$ cat config.mk
export PLATFORM = sky130hd
export DESIGN_NAME = bht_update_ctrl
export DESIGN_NICKNAME = d
export VERILOG_FILES = /design/src/rtl/bht_update_ctrl.sv
export SDC_FILE = /design/constraint.sdc
export NUM_CORES = 1
export LEC_CHECK = 0
export ABC_AREA = 0
export CAP_MARGIN = 40
export CORE_UTILIZATION = 49
export CTS_CLUSTER_DIAMETER = 80
export CTS_CLUSTER_SIZE = 14
export DETAILED_ROUTE_END_ITERATION = 8
export PLACE_DENSITY = 0.72
export RECOVER_POWER = 50
export SYNTH_ARGS = -nofsm -noshare
export SYNTH_HDL_FRONTEND = slang
export SYNTH_SLANG_ARGS = --single-unit
$ cat constraint.sdc
create_clock -name clk -period 12.85 [get_ports clk]
set_clock_uncertainty 0.2 [all_clocks]
set_input_delay 1.285 -clock clk [delete_from_list [all_inputs] [get_ports clk]]
set_output_delay 1.285 -clock clk [all_outputs]
set_load 0.1 [all_outputs]
$ cat src/rtl/bht_update_ctrl.sv
`default_nettype none
// ============================================================================
// Module   : bht_update_ctrl
// Purpose  : Write-port controller for the fetch-stage branch-history table.
//            Sweeps the whole table to zero after reset and on flush-all,
//            then buffers branch-verify updates from two execute-stage slots
//            in a small FIFO and drains them one BHT write per cycle.
// Ports    : clk, resetn (async, active low)
//            req0_* / req1_*  : valid/ready/idx/data update slots (0 = older)
//            flush_all_req    : one-cycle pulse, invalidates the whole table
//            bht_we/waddr/wdata : BHT RAM write port
//            busy             : table contents not valid (state != RUN)
//            fifo_count       : current update-FIFO occupancy
// Options  : `define BHT_UPDATE_COALESCE_EN to merge an accepted request into
//            the FIFO tail (or merge a same-index req0/req1 pair) in place.
// Revision : 1.0 - initial release
// ============================================================================
module bht_update_ctrl #(
  parameter int IDX_W      = 10,
  parameter int ENTRY_W    = 58,
  parameter int FIFO_DEPTH = 4
) (
  input  logic                          clk,
  input  logic                          resetn,
  input  logic                          req0_valid,
  output logic                          req0_ready,
  input  logic [IDX_W-1:0]              req0_idx,
  input  logic [ENTRY_W-1:0]            req0_data,
  input  logic                          req1_valid,
  output logic                          req1_ready,
  input  logic [IDX_W-1:0]              req1_idx,
  input  logic [ENTRY_W-1:0]            req1_data,
  input  logic                          flush_all_req,
  output logic                          bht_we,
  output logic [IDX_W-1:0]              bht_waddr,
  output logic [ENTRY_W-1:0]            bht_wdata,
  output logic                          busy,
  output logic [$clog2(FIFO_DEPTH):0]   fifo_count
);

  localparam int PTR_W = $clog2(FIFO_DEPTH);
  localparam int CNT_W = PTR_W + 1;

  localparam logic [CNT_W-1:0] c_DEPTH = CNT_W'(FIFO_DEPTH);
  localparam logic [CNT_W-1:0] c_ONE   = CNT_W'(1);
  localparam logic [CNT_W-1:0] c_TWO   = CNT_W'(2);

  localparam logic [1:0] c_ST_INIT  = 2'd0;
  localparam logic [1:0] c_ST_CLEAR = 2'd1;
  localparam logic [1:0] c_ST_RUN   = 2'd2;

  // --------------------------------------------------------------------------
  // State
  // --------------------------------------------------------------------------
  logic [1:0]         r_state;
  logic [IDX_W-1:0]   r_cnt;
  logic [PTR_W-1:0]   r_wr_ptr;
  logic [PTR_W-1:0]   r_rd_ptr;
  logic [CNT_W-1:0]   r_count;
  logic [IDX_W-1:0]   r_hold_addr;
  logic [ENTRY_W-1:0] r_hold_data;

  logic [IDX_W-1:0]   r_mem_idx  [FIFO_DEPTH];
  logic [ENTRY_W-1:0] r_mem_data [FIFO_DEPTH];

  // --------------------------------------------------------------------------
  // Handshake / FIFO control
  // --------------------------------------------------------------------------
  logic             w_run;
  logic             w_clear;
  logic [CNT_W-1:0] w_free;
  logic             w_rdy0;
  logic             w_rdy1;
  logic             w_acc0;
  logic             w_acc1;
  logic             w_pop;
  logic             w_we;
  logic [IDX_W-1:0] w_waddr;
  logic [ENTRY_W-1:0] w_wdata;

  assign w_run   = (r_state == c_ST_RUN);
  assign w_clear = (r_state == c_ST_CLEAR);

  // Free space comes from the registered count only; a pop in this cycle
  // does not make room for an accept in the same cycle.
  assign w_free = c_DEPTH - r_count;
  assign w_rdy0 = w_run && (w_free >= c_ONE);
  assign w_rdy1 = w_run && ((w_free >= c_TWO) || ((w_free == c_ONE) && !req0_valid));
  assign w_acc0 = req0_valid && w_rdy0;
  assign w_acc1 = req1_valid && w_rdy1;

  assign w_pop  = w_run && (r_count != '0);

  // FIFO write plan for this cycle: which slot each request lands in and
  // how many new slots get allocated.
  logic             w_wr0_en;
  logic             w_wr1_en;
  logic [PTR_W-1:0] w_wr0_ptr;
  logic [PTR_W-1:0] w_wr1_ptr;
  logic [1:0]       w_alloc;

`ifdef BHT_UPDATE_COALESCE_EN
  logic [PTR_W-1:0] w_tail_ptr;
  logic             w_tail_ok;
  logic             w_hit0;
  logic             w_hit1;

  // The tail is only safe to overwrite when it is not the head being
  // popped this cycle, hence the occupancy of at least two.
  assign w_tail_ptr = r_wr_ptr - PTR_W'(1);
  assign w_tail_ok  = (r_count >= c_TWO);
  assign w_hit0     = w_tail_ok && (req0_idx == r_mem_idx[w_tail_ptr]);
  assign w_hit1     = w_tail_ok && (req1_idx == r_mem_idx[w_tail_ptr]);

  always_comb begin
    w_wr0_en  = 1'b0;
    w_wr1_en  = 1'b0;
    w_wr0_ptr = r_wr_ptr;
    w_wr1_ptr = r_wr_ptr;
    w_alloc   = 2'd0;
    if (w_acc0 && w_acc1 && (req0_idx == req1_idx)) begin
      // Younger request supersedes the older one: store req1 only.
      w_wr1_en = 1'b1;
      if (w_hit1) begin
        w_wr1_ptr = w_tail_ptr;
      end else begin
        w_wr1_ptr = r_wr_ptr;
        w_alloc   = 2'd1;
      end
    end else begin
      if (w_acc0) begin
        w_wr0_en = 1'b1;
        if (w_hit0) begin
          w_wr0_ptr = w_tail_ptr;
        end else begin
          w_wr0_ptr = r_wr_ptr;
          w_alloc   = 2'd1;
        end
      end
      if (w_acc1) begin
        w_wr1_en = 1'b1;
        // With req0 also accepted (different index) the tail is req0's
        // entry, so req1 can only coalesce when it arrives alone.
        if (!w_acc0 && w_hit1) begin
          w_wr1_ptr = w_tail_ptr;
        end else begin
          w_wr1_ptr = r_wr_ptr + PTR_W'(w_alloc);
          w_alloc   = w_alloc + 2'd1;
        end
      end
    end
  end
`else
  always_comb begin
    w_wr0_en  = w_acc0;
    w_wr1_en  = w_acc1;
    w_wr0_ptr = r_wr_ptr;
    // req0 goes in first, req1 directly behind it.
    w_wr1_ptr = w_acc0 ? (r_wr_ptr + PTR_W'(1)) : r_wr_ptr;
    w_alloc   = {1'b0, w_acc0} + {1'b0, w_acc1};
  end
`endif

  // --------------------------------------------------------------------------
  // Write-port mux
  // --------------------------------------------------------------------------
  always_comb begin
    w_we    = 1'b0;
    w_waddr = r_hold_addr;
    w_wdata = r_hold_data;
    if (w_clear) begin
      w_we    = 1'b1;
      w_waddr = r_cnt;
      w_wdata = '0;
    end else if (w_pop) begin
      w_we    = 1'b1;
      w_waddr = r_mem_idx[r_rd_ptr];
      w_wdata = r_mem_data[r_rd_ptr];
    end
  end

  // --------------------------------------------------------------------------
  // Control FSM, sweep counter, FIFO pointers
  // --------------------------------------------------------------------------
  always_ff @(posedge clk or negedge resetn) begin
    if (!resetn) begin
      r_state     <= c_ST_INIT;
      r_cnt       <= '0;
      r_wr_ptr    <= '0;
      r_rd_ptr    <= '0;
      r_count     <= '0;
      r_hold_addr <= '0;
      r_hold_data <= '0;
    end else begin
      // Idle write-port value is whatever was last driven with we=1.
      if (w_we) begin
        r_hold_addr <= w_waddr;
        r_hold_data <= w_wdata;
      end

      case (r_state)
        c_ST_INIT: begin
          r_state <= c_ST_CLEAR;
          r_cnt   <= '0;
        end

        c_ST_CLEAR: begin
          if (flush_all_req) begin
            r_cnt <= '0;
          end else if (r_cnt == '1) begin
            r_state <= c_ST_RUN;
          end else begin
            r_cnt <= r_cnt + IDX_W'(1);
          end
        end

        c_ST_RUN: begin
          if (flush_all_req) begin
            // Anything accepted this cycle is discarded along with the queue.
            r_state  <= c_ST_CLEAR;
            r_cnt    <= '0;
            r_wr_ptr <= '0;
            r_rd_ptr <= '0;
            r_count  <= '0;
          end else begin
            r_wr_ptr <= r_wr_ptr + PTR_W'(w_alloc);
            r_rd_ptr <= r_rd_ptr + PTR_W'(w_pop);
            r_count  <= r_count + CNT_W'(w_alloc) - CNT_W'(w_pop);
          end
        end

        default: begin
          r_state <= c_ST_INIT;
          r_cnt   <= '0;
        end
      endcase
    end
  end

  // FIFO storage needs no reset: occupancy and pointers define validity.
  always_ff @(posedge clk) begin
    if (w_wr0_en) begin
      r_mem_idx[w_wr0_ptr]  <= req0_idx;
      r_mem_data[w_wr0_ptr] <= req0_data;
    end
    if (w_wr1_en) begin
      r_mem_idx[w_wr1_ptr]  <= req1_idx;
      r_mem_data[w_wr1_ptr] <= req1_data;
    end
  end

  // --------------------------------------------------------------------------
  // Outputs
  // --------------------------------------------------------------------------
  assign req0_ready = w_rdy0;
  assign req1_ready = w_rdy1;
  assign bht_we     = w_we;
  assign bht_waddr  = w_waddr;
  assign bht_wdata  = w_wdata;
  assign busy       = !w_run;
  assign fifo_count = r_count;

endmodule
`default_nettype wire

==> impl_metrics.tcl <==
set metrics [dict create \
    outcome "finished with violations" \
    failed_checks "max-capacitance violations, max-slew violations" \
    layout_setup_ws_ns 4.45 \
    detailed_place_hpwl_mm 26.9 \
    rsz_0062_raised_after_global_routing "no" \
    worstSetupStartpointType "flop" \
    ir_drop_mv 0.0950 \
    power.leakage_uw 0.00791 \
    clockRootBuffer "sky130_fd_sc_hd__clkbuf_16" \
    report.final.hold_viol_count 0 \
    io_buffers 215 \
    cts.htree.levels 1 \
    vias 11200 \
    timing.reg2reg.setup_slack_ns 5.70 \
    synth_area_um2 17500 \
    synthMostInstantiatedCell "sky130_fd_sc_hd__edfxtp_1" \
    grt_pass1_vias 11700 \
    netlist.top_cell.by_area "sky130_fd_sc_hd__edfxtp_1" \
    antenna_violating_nets_post_route 0 \
    layout-drive-gt1-share 0.287 \
    synthesis.yosys.warnings 0 \
    top_area_cell_type_share_of_the_netlist_area 0.467 \
    placed_cell_areas_um2 21500 \
    detailedRoute.firstIterationViolations 754 \
    cts.sinks 359 \
    core.rowCount 68 \
    design.portCount 216 \
    grt_util_all_layers 0.241 \
    max_slew.worst_pin.slew_ns 3.80 \
    fin_crit_sh 0.654 \
    post_syn_instances 1197 \
    postRouteWirelength_mm 43.1 \
    critPathRequiredTime_ns 11.36 \
    ys_seq_area_frac 0.592 \
    synth-seq-cells 359 \
    rr_startpoint "fifo_count[0]" \
    fin_worst_hold_slack_ns 0.301 \
    grt.overflow.total 0 \
    worst_setup_hold_path_clk_slew_ns 0.07 \
    numCtsBuffers 29 \
    number_of_gates_resized_after_cts 0 \
    globalplace.congestion 0.805 \
    start_util 0.502 \
    synth_top_cells_by_area "sky130_fd_sc_hd__edfxtp_1 (47%), sky130_fd_sc_hd__mux2_2 (15%), sky130_fd_sc_hd__dfrtp_1 (12%)" \
    crit_path_start "fifo_count[0]" \
    post_cts_hold_buffer_count 0 \
    drv_cap 13 \
    chipHeight_um 191 \
    final_core_utilization 0.635 \
    worst-setup-path-type "flop to primary output" \
    fp.dieW_um 191 \
    mappedNetlistNets 1354 \
    final_net_count 1615 \
    post-place-ws_ns 8.07 \
    synth_flop_cell "sky130_fd_sc_hd__edfxtp_1" \
    route.detailed.vias_per_inst 5.77 \
    tritoncts "yes" \
    post_cts_buffers 0 \
    crit_fanout 73 \
    power-per-cell-area_nw_per_um2 103 \
    first_pass_detailed_route_iteration_total 5 \
    fin_tns_setup_ns 0 \
    edff_count_synth 272 \
    design.die.area_um2 36400 \
    report.final.setup_viol 0 \
    grt_pass1_wl_mm 66.7 \
    yosys.cell_types.count 50 \
    grt_antenna_before_repair 5 \
    final_slew_viol_count 511 \
    timing.critical_path.to_type "primary output" \
    clkLatencyLatePin_ns 0.56 \
    postSynthAreaPerCell_um2 14.6 \
    placeableCoreArea_um2 34800 \
    drc_errors 0 \
    final_cell_area_um2 22100 \
    grt_start_max_net_pins 74 \
    worstPathArrival_ns 6.92 \
    ctsLongestPathBuffers 3 \
    share_of_flip_flops_with_an_asynchronous_set_or_reset_after_synthesis 0.242 \
    holdCritStartpoint "r_hold_addr[0]" \
    timing.final.crit_period_ns 8.40 \
    timing.slew.headroom -1.53 \
    fmaxAchievable_mhz 119 \
    wire_per_inst_um 22.3 \
    synthToLayoutAreaGrowth_pct 26.5 \
    yosys-top-cells-count "sky130_fd_sc_hd__edfxtp_1 (272), sky130_fd_sc_hd__mux2_2 (236), sky130_fd_sc_hd__nand2_1 (162), sky130_fd_sc_hd__o21ai_0 (127), sky130_fd_sc_hd__dfrtp_1 (87)" \
    hold_path_class "flop to flop" \
]
-- per-layer routing --
metal	track usage	part of all wire	vias to the layer above
li1	-	-	5116
met1	0.307	0.41	5625
met2	0.422	0.51	345
met3	0.0397	0.058	75
met4	0.0680	0.029	6
met5	0	0.00088	-
-- final timing paths --
| check | end | depth (start not counted) |
|---|---|---|
| worst min-delay path | r_hold_addr[0] | 2 |
| max in group asynchronous | r_rd_ptr[0] | 2 |
| worst max register to register | r_mem_data[0][11] | 9 |
| worst max-delay path | bht_wdata[44] | 10 |
| worst min register to register | r_hold_addr[0] | 2 |
| min in group asynchronous | r_hold_data[50] | 1 |
-- registers in the layout (all words and copies together) (netlist names) --
register / cells
fifo_count: 3
r_cnt: 10
r_hold_addr: 10
r_hold_data: 58
r_mem_data: 232
r_mem_idx: 40
r_rd_ptr: 2
r_state: 2
r_wr_ptr: 2
-- area by class of cell --
class | instances | area, um^2
antenna | 1 | 2.50
clock buffer | 53 | 837
clock inverter | 1 | 8.76
fill | 2531 | 12700
inverter | 15 | 56.3
multi-input combinational | 742 | 6690
sequential | 359 | 10400
tap | 455 | 569
timing repair buffer | 311 | 3590
-- worst max-delay path, stage by stage, from the launching register on --
cell	delay, ns
sky130_fd_sc_hd__dfrtp_1	0.46
sky130_fd_sc_hd__inv_1	0.11
sky130_fd_sc_hd__ha_1	0.21
sky130_fd_sc_hd__ha_1	0.18
sky130_fd_sc_hd__nor3b_1	0.25
sky130_fd_sc_hd__clkbuf_1	1.92
sky130_fd_sc_hd__clkbuf_1	1.88
sky130_fd_sc_hd__nand2_1	0.33
sky130_fd_sc_hd__o21ai_0	0.22
sky130_fd_sc_hd__clkdlybuf4s50_1	0.58
sky130_fd_sc_hd__buf_8	0.20
-- report_power, final --
part / switching, uW / leakage [uW] / total (uW) / internal (uW)
combinational: 70.7 / 0.00389 / 172 / 101
clock: 402 / 0.000401 / 839 / 437
sequential: 9.27 / 0.00363 / 1260 / 1250
total: 482 / 0.00791 / 2270 / 1790
-- stage by stage --
stage	power, uW	std cells
after floorplan	1370	1197
after global placement	1450	1802
after detailed placement	1460	1882
after CTS	2290	1936
after global routing	2340	1937
final	2270	1937
-- cell families (layout without fill, tap and decap cells) --
group / after synthesis / count (layout) / synth area share
AOI/OAI and AO/OA: 170 / 170 / 0.0539
DFF: 359 / 359 / 0.592
muxes: 340 / 340 / 0.263
buffers and inverters: 96 / 380 / 0.0254
adders and majority gates: 16 / 16 / 0.0119
and+or+nand+nor: 214 / 214 / 0.0532
other: 0 / 1 / 0
xor gates and xnor gates: 2 / 2 / 0.00100
-- layout by cell type, fill, tap and decap left out, types with 2 or more instances in the layout --
cell,count
sky130_fd_sc_hd__a211oi_1,5
sky130_fd_sc_hd__a21oi_1,7
sky130_fd_sc_hd__a221o_1,2
sky130_fd_sc_hd__a22oi_1,9
sky130_fd_sc_hd__a31oi_1,6
sky130_fd_sc_hd__and4_1,3
sky130_fd_sc_hd__buf_16,16
sky130_fd_sc_hd__buf_4,10
sky130_fd_sc_hd__buf_8,59
sky130_fd_sc_hd__clkbuf_1,35
sky130_fd_sc_hd__clkbuf_16,30
sky130_fd_sc_hd__clkdlybuf4s50_1,210
sky130_fd_sc_hd__dfrtp_1,85
sky130_fd_sc_hd__dfrtp_4,2
sky130_fd_sc_hd__dlygate4sd3_1,4
sky130_fd_sc_hd__edfxtp_1,272
sky130_fd_sc_hd__ha_1,15
sky130_fd_sc_hd__inv_1,14
sky130_fd_sc_hd__mux2_1,36
sky130_fd_sc_hd__mux2_2,236
sky130_fd_sc_hd__mux4_2,68
sky130_fd_sc_hd__nand2_1,162
sky130_fd_sc_hd__nand2b_1,2
sky130_fd_sc_hd__nand3_1,3
sky130_fd_sc_hd__nand3b_1,5
sky130_fd_sc_hd__nand4_1,4
sky130_fd_sc_hd__nor2_1,12
sky130_fd_sc_hd__nor2b_1,3
sky130_fd_sc_hd__nor3_1,6
sky130_fd_sc_hd__nor4_1,2
sky130_fd_sc_hd__o21ai_0,130
sky130_fd_sc_hd__o41ai_1,2
sky130_fd_sc_hd__or3_1,4
sky130_fd_sc_hd__xnor2_1,2
(Power assumes the default switching activity.)
